$ cat config.mk
export PLATFORM = sky130hd
export DESIGN_NAME = serial_alu_ctrl
export DESIGN_NICKNAME = d
export VERILOG_FILES = /design/src/rtl/serial_alu_ctrl_pkg.sv /design/src/rtl/serial_alu_ctrl_bit_slice.sv /design/src/rtl/serial_alu_ctrl.sv
export SDC_FILE = /design/constraint.sdc
export NUM_CORES = 1
export LEC_CHECK = 0
export ABC_CLOCK_PERIOD_IN_PS = 1900
export BUFFER_PORTS_ARGS = -buffer_cell sky130_fd_sc_hd__buf_2
export CORE_MARGIN = 3
export CORE_UTILIZATION = 50
export CTS_CLUSTER_SIZE = 20
export DETAILED_ROUTE_END_ITERATION = 8
export PLACE_DENSITY = 0.74
export SLEW_MARGIN = 30
export SYNTH_ARGS = -nofsm -noshare
export SYNTH_HDL_FRONTEND = slang
export SYNTH_HIERARCHICAL = 1
export SYNTH_SLANG_ARGS = --single-unit
$ cat constraint.sdc
create_clock -name clk -period 1.9 [get_ports clk]
set_clock_uncertainty 0.1 [all_clocks]
set_input_delay 0.38 -clock clk [delete_from_list [all_inputs] [get_ports clk]]
set_output_delay 0.38 -clock clk [all_outputs]
set_load 0.005 [all_outputs]
$ cat src/rtl/serial_alu_ctrl_pkg.sv
// Shared definitions for the bit-serial ALU sequencer and its 1-bit slice.
//   op_e    : ALU opcodes as presented on the 2-bit op input
//   state_e : sequencer FSM state encoding
package serial_alu_ctrl_pkg;

  typedef enum logic [1:0] {
    OP_ADD = 2'b00,
    OP_AND = 2'b01,
    OP_NOR = 2'b10,
    OP_XOR = 2'b11
  } op_e;

  typedef enum logic [1:0] {
    S_IDLE = 2'b00,
    S_RUN  = 2'b01,
    S_DONE = 2'b10
  } state_e;

endpackage

$ cat src/rtl/serial_alu_ctrl_bit_slice.sv
// alu_bit_slice: purely combinational 1-bit ALU slice.
//   a, b : operand bits
//   c    : carry in (only meaningful for OP_ADD)
//   op   : operation select
//   d    : result bit
//   e    : carry out (full-adder majority for OP_ADD, 0 otherwise)
module alu_bit_slice
  import serial_alu_ctrl_pkg::*;
(
  input  logic a,
  input  logic b,
  input  logic c,
  input  op_e  op,
  output logic d,
  output logic e
);

  always_comb begin
    // NOTE: every output gets a default before the case so no path leaves it
    // unassigned; otherwise synthesis infers a latch.
    d = 1'b0;
    e = 1'b0;
    unique case (op)
      OP_ADD: begin
        d = a ^ b ^ c;
        e = (a & b) | (a & c) | (b & c);
      end
      OP_AND: d = a & b;
      OP_NOR: d = ~(a | b);
      OP_XOR: d = a ^ b;
      default: ;
    endcase
  end

endmodule

$ cat src/rtl/serial_alu_ctrl.sv
// serial_alu_ctrl: bit-serial sequencer around one alu_bit_slice.
// Accepts WIDTH-bit operands and an opcode, feeds one bit pair per cycle
// (LSB first) through the slice, ripples the carry through a register and
// assembles the result.
//   clk    : clock, all state on rising edge
//   rst    : synchronous active-high reset
//   start  : request, accepted in IDLE or DONE
//   op     : 00 ADD, 01 AND, 10 NOR, 11 XOR
//   a, b   : operands, captured on accept
//   cin    : carry-in, ADD only
//   busy   : high while the serial operation runs
//   done   : one-cycle pulse when result/cout become valid
//   result : final result, held until the next completion
//   cout   : carry-out for ADD, 0 otherwise
module serial_alu_ctrl
  import serial_alu_ctrl_pkg::*;
#(
  parameter int WIDTH = 8
) (
  input  logic             clk,
  input  logic             rst,
  input  logic             start,
  input  logic [1:0]       op,
  input  logic [WIDTH-1:0] a,
  input  logic [WIDTH-1:0] b,
  input  logic             cin,
  output logic             busy,
  output logic             done,
  output logic [WIDTH-1:0] result,
  output logic             cout
);

  localparam int CNT_W = $clog2(WIDTH);

  state_e           state, state_nxt;
  logic [WIDTH-1:0] a_sh, b_sh, part;
  op_e              op_q;
  logic             carry;
  logic [CNT_W-1:0] cnt;
  logic             accept;
  logic             last;
  logic             slice_d, slice_e;
  logic [WIDTH-1:0] part_nxt;

  assign last     = (cnt == CNT_W'(WIDTH - 1));
  assign part_nxt = {slice_d, part[WIDTH-1:1]};

  alu_bit_slice u_slice (
    .a  (a_sh[0]),
    .b  (b_sh[0]),
    .c  (carry),
    .op (op_q),
    .d  (slice_d),
    .e  (slice_e)
  );

  // Next-state and FSM outputs. start is ignored while RUN.
  always_comb begin
    state_nxt = state;
    busy      = 1'b0;
    done      = 1'b0;
    accept    = 1'b0;
    unique case (state)
      S_IDLE: begin
        if (start) begin
          accept    = 1'b1;
          state_nxt = S_RUN;
        end
      end
      S_RUN: begin
        busy = 1'b1;
        if (last) state_nxt = S_DONE;
      end
      S_DONE: begin
        done = 1'b1;
        if (start) begin
          accept    = 1'b1;
          state_nxt = S_RUN;
        end else begin
          state_nxt = S_IDLE;
        end
      end
      default: state_nxt = S_IDLE;
    endcase
  end

  always_ff @(posedge clk) begin
    // NOTE: sequential state uses non-blocking assignments so every register
    // samples pre-edge values, independent of statement order.
    if (rst) begin
      // NOTE: the datapath registers are reset too, not just the FSM, so an
      // aborted operation leaves no stale operands, carry or visible result.
      state  <= S_IDLE;
      a_sh   <= '0;
      b_sh   <= '0;
      part   <= '0;
      op_q   <= OP_ADD;
      carry  <= 1'b0;
      cnt    <= '0;
      result <= '0;
      cout   <= 1'b0;
    end else begin
      state <= state_nxt;
      if (accept) begin
        a_sh  <= a;
        b_sh  <= b;
        op_q  <= op_e'(op);
        carry <= (op_e'(op) == OP_ADD) ? cin : 1'b0;
        cnt   <= '0;
        part  <= '0;
      end else if (state == S_RUN) begin
        // Result bits enter at the MSB so after WIDTH shifts bit 0 sits at LSB.
        part  <= part_nxt;
        a_sh  <= a_sh >> 1;
        b_sh  <= b_sh >> 1;
        carry <= slice_e;
        if (last) begin
          result <= part_nxt;
          cout   <= (op_q == OP_ADD) ? slice_e : 1'b0;
        end else begin
          cnt <= cnt + 1'b1;
        end
      end
    end
  end

endmodule

==> qor.csv, run 1 <==
stage,metric,value,unit
timing,fin. max-slew vios,0,
worst_setup_path,Critical-path top delay cell,fa_1,
logic_synthesis,"Avg Cell Area, Syn",8.30,µm²
cells_and_area,n_diodes,0,
cells_and_area,fin nets,256,
global_routing,largest net degree at the start of global routing,26,
logic_synthesis,top cell type's share of synthesized area,0.485,
power_and_ir_drop,Logic pwr share,0.130,
drt,Vias per Instance,5.14,
timing,Worst-Margin Slew,0.510,ns
timing,Slew HR,0.659,
logic_synthesis,Syn Inst Count,199,
clock_network,Post-CTS Hold Fix Bufs,0,
timing,Tcrit/Tclk final,0.945,
cells_and_area,Final Core Density,0.617,
die,die area,0.00403,mm²
logic_synthesis,post-synth top area cell,dfxtp_1,
clock_network,Clock Sinks,40,
power_and_ir_drop,Peak VDD IR,0.533,mV
drt,Routed Antenna Nets,0,
clock_network,CTS tree,yes,
clock_network,Worst-path clk slew,0.11,ns
logic_synthesis,"Cell Area, Synth",0.00165,mm²
global_routing,GRT overflow,0,
clock_network,clock root buffer,clkbuf_4,
worst_setup_path,CP required,2.05,ns
drt,routed vias,1409,
timing,Final Setup Violations,0,
placed_design,DP Worst Slack,0.0597,ns
clock_network,Skew-Pair Late Insertion Delay,0.35,ns
global_routing,initial antenna violation count,0,
power_and_ir_drop,switching part of the total power,0.264,
placed_design,DP HPWL,2360,µm
global_routing,overall global routing resource usage,0.189,
drt,final WL,3450,µm
clock_network,Max Root-Sink Buffers,2,
global_routing,vias in the first global route,1327,
timing,achievable frequency,0.557,GHz
power_and_ir_drop,Internal,1.14,mW
placed_design,Post-DP Area,0.00185,mm²
power_and_ir_drop,total power,1.55,mW
flow_run,max cap viols,0,
worst_setup_path,kind of end point of the critical path,register,
die,Die Span X,63.5,µm
power_and_ir_drop,PD cells,809,mW/mm²
cells_and_area,FF+latch area,803,µm²
clock_network,postcts setup bufs,0,
placed_design,Placed Cells,266,
run_status,status,"finished, final reports clean",
worst_setup_path,critical path type,reg2reg,
worst_setup_path,critical path launch point type,register,
logic_synthesis,sequential share of the synthesized area,0.485,
cells_and_area,Post-Layout Cell Count,274,
drt,DR WL/cell,12.6,µm
drt,DRT Pass-1 Iters,4,
drt,DRT iter0 DRCs,68,
worst_setup_path,"CP delay by family, top",adder cells,
hold_path,Hold Crit Class,in2reg,
timing,Hold Slack,0.151,ns
cells_and_area,Fillers,288,
power_and_ir_drop,Clk pwr share,0.288,
logic_synthesis,top post-synthesis cells by area,"dfxtp_1, nand2_1, a21oi_1",
worst_setup_path,critical-path cell list,inv_2 -> fa_1 -> inv_1 -> mux4_2 -> nand3_1 -> a21oi_1,
timing,Setup TNS,0,ns
timing,Final Hold Viols,0,
logic_synthesis,Synthesized Nets,226,
clock_network,CTS resizes,0,
cells_and_area,share of layout cells above drive strength 1,0.226,
logic_synthesis,Synth Warn #,6,
timing,final setup margin,0.105,ns
global_routing,first-pass GRT wire length,5930,µm
worst_setup_path,worst-path maximum fanout,3,
die,FP Rows,20,
timing,RSZ-0062 raised after global routing,no,
clock_network,Num CTS Buffers,5,
drt,DRC,0,
die,CORE AREA,0.00310,mm²
timing,time the worst path needs with I/O delays and setup,1.79,ns
worst_setup_path,WP buf/inv,2,
logic_synthesis,Netlist cell types,28,
placed_design,GP Congestion,0.804,
cells_and_area,Syn-to-layout area delta,15.9,%
clock_network,H-tree Lvls,2,
cells_and_area,final instance area,0.00191,mm²
worst_setup_path,Max stage delay on crit path,0.54,ns
power_and_ir_drop,Psw,409,µW
worst_setup_path,crit path DAT,1.94,ns
logic_synthesis,Yosys reg bits,40,
placed_design,Port-buffer cells,32,
cells_and_area,Multi-input gate area,748,µm²
die,initial core utilization,0.532,
die,overall die height,63.5,µm
power_and_ir_drop,part of the power in registers,0.582,
die,I/O pins,33,
power_and_ir_drop,Leak Pwr,0.762,nW
==> final cells by class <==
type                    count  share of cell area
well taps                  44              0.0288
inverters                   5              0.0111
flip-flops and latches     40               0.420
clock buffers               6              0.0268
clock inverters             2             0.00523
multi-input cells         138               0.391
repair buffers             39               0.118
==> logic make-up (layout without fill, tap and decap cells) <==
family | count (synthesis) | in the layout | share of synthesized area
buffers and inverters | 21 | 52 | 0.0621
AOI/OAI and AO/OA | 41 | 41 | 0.149
DFF | 40 | 40 | 0.485
muxes | 2 | 2 | 0.0197
adders and majority gates | 5 | 5 | 0.0424
and+or+nand+nor | 89 | 89 | 0.236
xor gates and xnor gates | 1 | 1 | 0.00530
==> flip-flops by register name (all words and copies together) (netlist names) <==
register,count
carry,1
cout,1
part,7
a_sh,8
state,2
cnt,3
op_q,2
result,8
b_sh,8
==> worst paths after layout <==
path / end / startpoint / cells after the start / slack [ns]
setup / recovery: result[7] / a_sh[0] / 6 / 0.11
hold / removal: a_sh[7] / a[7] / 3 / 0.15
setup reg to reg: result[7] / a_sh[0] / 6 / 0.11
hold reg to reg: cout / cout / 2 / 0.36
==> Yosys cell counts <==
cell type	number
clkbuf_1	5
nand2_1	46
nor2b_1	1
nand2b_1	3
a22oi_1	2
nor2_1	12
inv_2	1
o22ai_1	5
dfxtp_1	40
mux4_2	1
nand3_1	11
buf_2	7
buf_6	1
nor3_1	12
o21ai_0	2
nand3b_1	1
a311oi_1	8
fa_1	1
xnor2_1	1
or4b_1	1
inv_1	4
buf_4	2
nor3b_1	1
a21oi_1	24
mux2i_1	1
and2b_1	1
buf_1	1
ha_1	4
==> worst reg2reg max path: stages, from the launching register on <==
cell and delay [ns]:
dfxtp_2 0.36, inv_2 0.05, fa_1 0.54, inv_1 0.04
mux4_2 0.46, nand3_1 0.09, a21oi_1 0.06
==> power groups by stage <==
| stage | Clock, mW | Combinational (mW) | Sequential [mW] |
|---|---|---|---|
| after floorplan | 0 | 0.147 | 0.915 |
| after global placement | 0 | 0.196 | 0.919 |
| after detailed placement | 0 | 0.201 | 0.920 |
| after CTS | 0.459 | 0.202 | 0.901 |
| after global routing | 0.490 | 0.228 | 0.907 |
| final | 0.446 | 0.201 | 0.902 |
==> cells in the final DEF, fill, tap and decap left out, types with 2 or more instances in the layout <==
| cell | instances |
|---|---|
| buf_2 | 32 |
| nor2_1 | 12 |
| a22oi_1 | 2 |
| clkbuf_4 | 5 |
| nand2b_1 | 3 |
| dfxtp_1 | 38 |
| nand2_1 | 46 |
| inv_1 | 3 |
| dfxtp_2 | 2 |
| clkinv_2 | 2 |
| ha_1 | 4 |
| nand3_1 | 11 |
| a21oi_1 | 24 |
| o22ai_1 | 5 |
| buf_4 | 6 |
| nor3_1 | 12 |
| a311oi_1 | 8 |
| o21ai_0 | 2 |
==> metal layers <==
layer	part of all wire	wire [µm]	GRT usage
met1	0.47	1610	0.246
met2	0.46	1590	0.288
met3	0.053	184	0.0517
met4	0.019	67	0.0889
met5	0	0	0
Power figures use the tool's default switching activity.
==> run 2: changes to the inputs <==
Settings changed: ABC_AREA from default to 1, ABC_CLOCK_PERIOD_IN_PS 1900 to 2029, PLACE_DENSITY 0.74 to 0.72.
Clock period 1.9 ns to 2.03 ns, I/O delays scaled along.
==> qor.csv, run 2 <==
stage,metric,value,unit,change
drt,routed vias,1662,,+18%
logic_synthesis,"Avg Cell Area, Syn",7.15,µm²,-14%
die,initial core utilization,0.546,,+0.0141
worst_setup_path,CP required,1.52,ns,-0.53 ns
cells_and_area,Syn-to-layout area delta,13.4,%,
global_routing,largest net degree at the start of global routing,28,,+7.7%
logic_synthesis,"Cell Area, Synth",0.00191,mm²,+16%
logic_synthesis,Synth Flop Type,dfxtp_1,,
global_routing,GRT overflow,0,,unchanged
worst_setup_path,kind of end point of the critical path,primary output,,
cells_and_area,most frequent cells in the layout,"nand2_1, dfxtp_1, nor2_1, inv_1, buf_2",,
die,overall die height,67.8,µm,+6.8%
timing,Final Setup Violations,0,,unchanged
clock_network,Clock Sinks,40,,unchanged
clock_network,Max Root-Sink Buffers,2,,unchanged
placed_design,Port-buffer cells,32,,unchanged
power_and_ir_drop,Leak Pwr,1.12,nW,+47%
clock_network,Worst-path clk slew,0.08,ns,-0.03 ns
clock_network,Post-CTS Hold Fix Bufs,0,,unchanged
power_and_ir_drop,Clk pwr share,0.337,,+0.049
timing,time the worst path needs with I/O delays and setup,1.90,ns,
drt,DRT iter0 DRCs,100,,+47%
power_and_ir_drop,switching part of the total power,0.273,,+0.00909
drt,Highest Signal Layer,met4,,
timing,Slew HR,0.699,,+0.0401
timing,Final Hold Viols,0,,unchanged
clock_network,clock root buffer,clkbuf_8,,
logic_synthesis,Post-synth ARST share,0,,unchanged
logic_synthesis,Synthesized Nets,294,,+30%
clock_network,H-tree Lvls,2,,unchanged
power_and_ir_drop,part of the power in registers,0.525,,-0.057
die,die area,0.00460,mm²,+14%
power_and_ir_drop,Logic pwr share,0.139,,+0.009
die,Die Span X,67.8,µm,+6.8%
logic_synthesis,Syn Inst Count,267,,+34%
worst_setup_path,critical path type,reg2out,,
placed_design,DP HPWL,2570,µm,+8.6%
logic_synthesis,top cell type's share of synthesized area,0.419,,-0.0655
global_routing,vias in the first global route,1527,,+15%
logic_synthesis,Netlist cell types,24,,-14%
hold_path,Hold Crit Class,in2reg,,
logic_synthesis,top post-synthesis cells by area,"dfxtp_1, nand2_1, nand3_1",,
run_status,status,"finished, final reports clean",,
logic_synthesis,commonest cells in the synthesized netlist,"nand2_1, dfxtp_1, inv_1, nor2_1, nand3_1",,
timing,achievable frequency,0.527,GHz,
drt,DRT Pass-1 Iters,4,,unchanged
power_and_ir_drop,PD cells,750,mW/mm²,-7.3%
logic_synthesis,Synth Warn #,6,,unchanged
logic_synthesis,post-synth top area cell,dfxtp_1,,
timing,Tcrit/Tclk final,0.934,,
die,CORE AREA,0.00349,mm²,+13%
cells_and_area,"commonest non-fill, non-tap cell in the layout",nand2_1,,
clock_network,Num CTS Buffers,5,,unchanged
worst_setup_path,Critical-path top delay cell,dfxtp_1,,
die,I/O pins,33,,unchanged
die,FP Rows,21,,+5.0%
flow_run,max cap viols,0,,unchanged
placed_design,Post-DP Area,0.00207,mm²,+12%
worst_setup_path,worst-path maximum fanout,26,,+23
power_and_ir_drop,Psw,443,µW,+8.4%
timing,RSZ-0062 raised after global routing,no,,
clock_network,postcts setup bufs,0,,unchanged
global_routing,overall global routing resource usage,0.189,,about the same
logic_synthesis,Yosys reg bits,40,,unchanged
drt,Routed Antenna Nets,0,,unchanged
global_routing,initial antenna violation count,0,,unchanged
timing,final setup margin,0.134,ns,+0.0286 ns
drt,WL met2,1630,µm,+2.6%
drt,met3 WL,205,µm,+11%
clock_network,Skew-Pair Late Insertion Delay,0.29,ns,-0.06 ns
drt,final WL,3600,µm,+4.5%
worst_setup_path,critical-path cell list,nand2_8 -> inv_8 -> buf_2,,
clock_network,CTS tree,yes,,
placed_design,DP Worst Slack,0.413,ns,+0.353 ns
cells_and_area,fin nets,329,,+29%
power_and_ir_drop,Internal,1.18,mW,+3.5%
drt,Metal-1 WL,1730,µm,+7.6%
timing,Hold Slack,0.240,ns,+0.0896 ns
logic_synthesis,sequential share of the synthesized area,0.419,,-0.0655
drt,DR WL/cell,10.3,µm,-18%
clock_network,CTS resizes,0,,unchanged
logic_synthesis,"count leader, synth",nand2_1,,
drt,Vias per Instance,4.76,,-7.4%
timing,Setup TNS,0,ns,unchanged
cells_and_area,n_diodes,0,,unchanged
worst_setup_path,critical path launch point type,register,,
timing,Worst-Margin Slew,0.450,ns,-0.0596 ns
placed_design,GP Congestion,0.774,,-3.7%
cells_and_area,final instance area,0.00217,mm²,+13%
worst_setup_path,Max stage delay on crit path,0.60,ns,+0.06 ns
worst_setup_path,crit path DAT,1.39,ns,-0.55 ns
timing,fin. max-slew vios,0,,unchanged
cells_and_area,share of layout cells above drive strength 1,0.188,,-0.0380
global_routing,first-pass GRT wire length,6530,µm,+10%
power_and_ir_drop,Peak VDD IR,0.430,mV,-19%
logic_synthesis,Post-synth EDFFs,0,,unchanged
cells_and_area,Post-Layout Cell Count,349,,+27%
placed_design,Placed Cells,341,,+28%
cells_and_area,biggest regs,"a_sh (8), b_sh (8), result (8)",,
drt,DRC,0,,unchanged
==> run 2: cell types whose count changed in the layout (fill, tap and decap cells not counted), sizes merged, moves of 4 or more <==
cell,change
nand2,+31
nand3,+17
o21ai,+11
inv,+32
o22ai,-5
a311oi,-8
a21oi,-4
nor2,+24
nor3,-11
==> run 2: stage by stage <==
| step | power [mW] | utilization |
|---|---|---|
| final | 1.62 | 0.620 |
| after global routing | 1.72 | 0.620 |
| after CTS | 1.64 | 0.620 |
| after detailed placement | 1.10 | 0.593 |
| after global placement | 1.09 | 0.593 |
| after floorplan | 1.05 | - |
==> run 2: routing by layer <==
metal  up-vias  track usage
met5         -            0
met2        33        0.298
met3         5       0.0549
met1       721        0.251
met4         0       0.0521
li1        903            -
==> run 2: power groups by stage <==
| stage | clock, mW | sequential, mW | combinational [mW] |
|---|---|---|---|
| 2_1_floorplan | 0 | 0.861 | 0.188 |
| 3_3_place_gp | 0 | 0.870 | 0.225 |
| 3_5_place_dp | 0 | 0.871 | 0.227 |
| 4_1_cts | 0.557 | 0.852 | 0.228 |
| 5_1_grt | 0.586 | 0.858 | 0.272 |
| 6_report | 0.547 | 0.852 | 0.225 |
==> run 2: worst max-delay path: cells and delay by family (launching register included) <==
kind	cells	cell delay (ns)
flip-flops	1	0.60
AND/OR/NAND/NOR	1	0.23
buffers and inverters	2	0.26
==> run 2: area by class of cell <==
type                            instances  area (µm²)
Sequential cell                        40         801
Fill cell                             341        1330
Clock inverter                          2        10.0
Timing Repair Buffer                   36         190
Inverter                               39         158
Multi-Input combinational cell        180         867
Tap cell                               46        57.6
Clock buffer                            6        82.6
==> run 2: final timing paths <==
| path | startpoint | endpoint | slack (ns) | cells after the start |
|---|---|---|---|---|
| worst max register to register | state[0] | b_sh[2] | 0.41 | 7 |
| worst min-delay path | b[7] | b_sh[7] | 0.24 | 3 |
| worst max-delay path | state[0] | busy | 0.13 | 3 |
| worst min register to register | part[3] | result[2] | 0.37 | 2 |
==> run 2: logic make-up (layout without fill, tap and decap cells) <==
logic type               after synthesis  in the layout  share of synthesized area
adder cells (fa/ha/maj)                5              5                     0.0367
buffers and inverters                 47             83                      0.126
flip-flops                            40             40                      0.419
AO/OA/AOI/OAI                         33             33                     0.0865
AND/OR/NAND/NOR                      142            142                      0.331
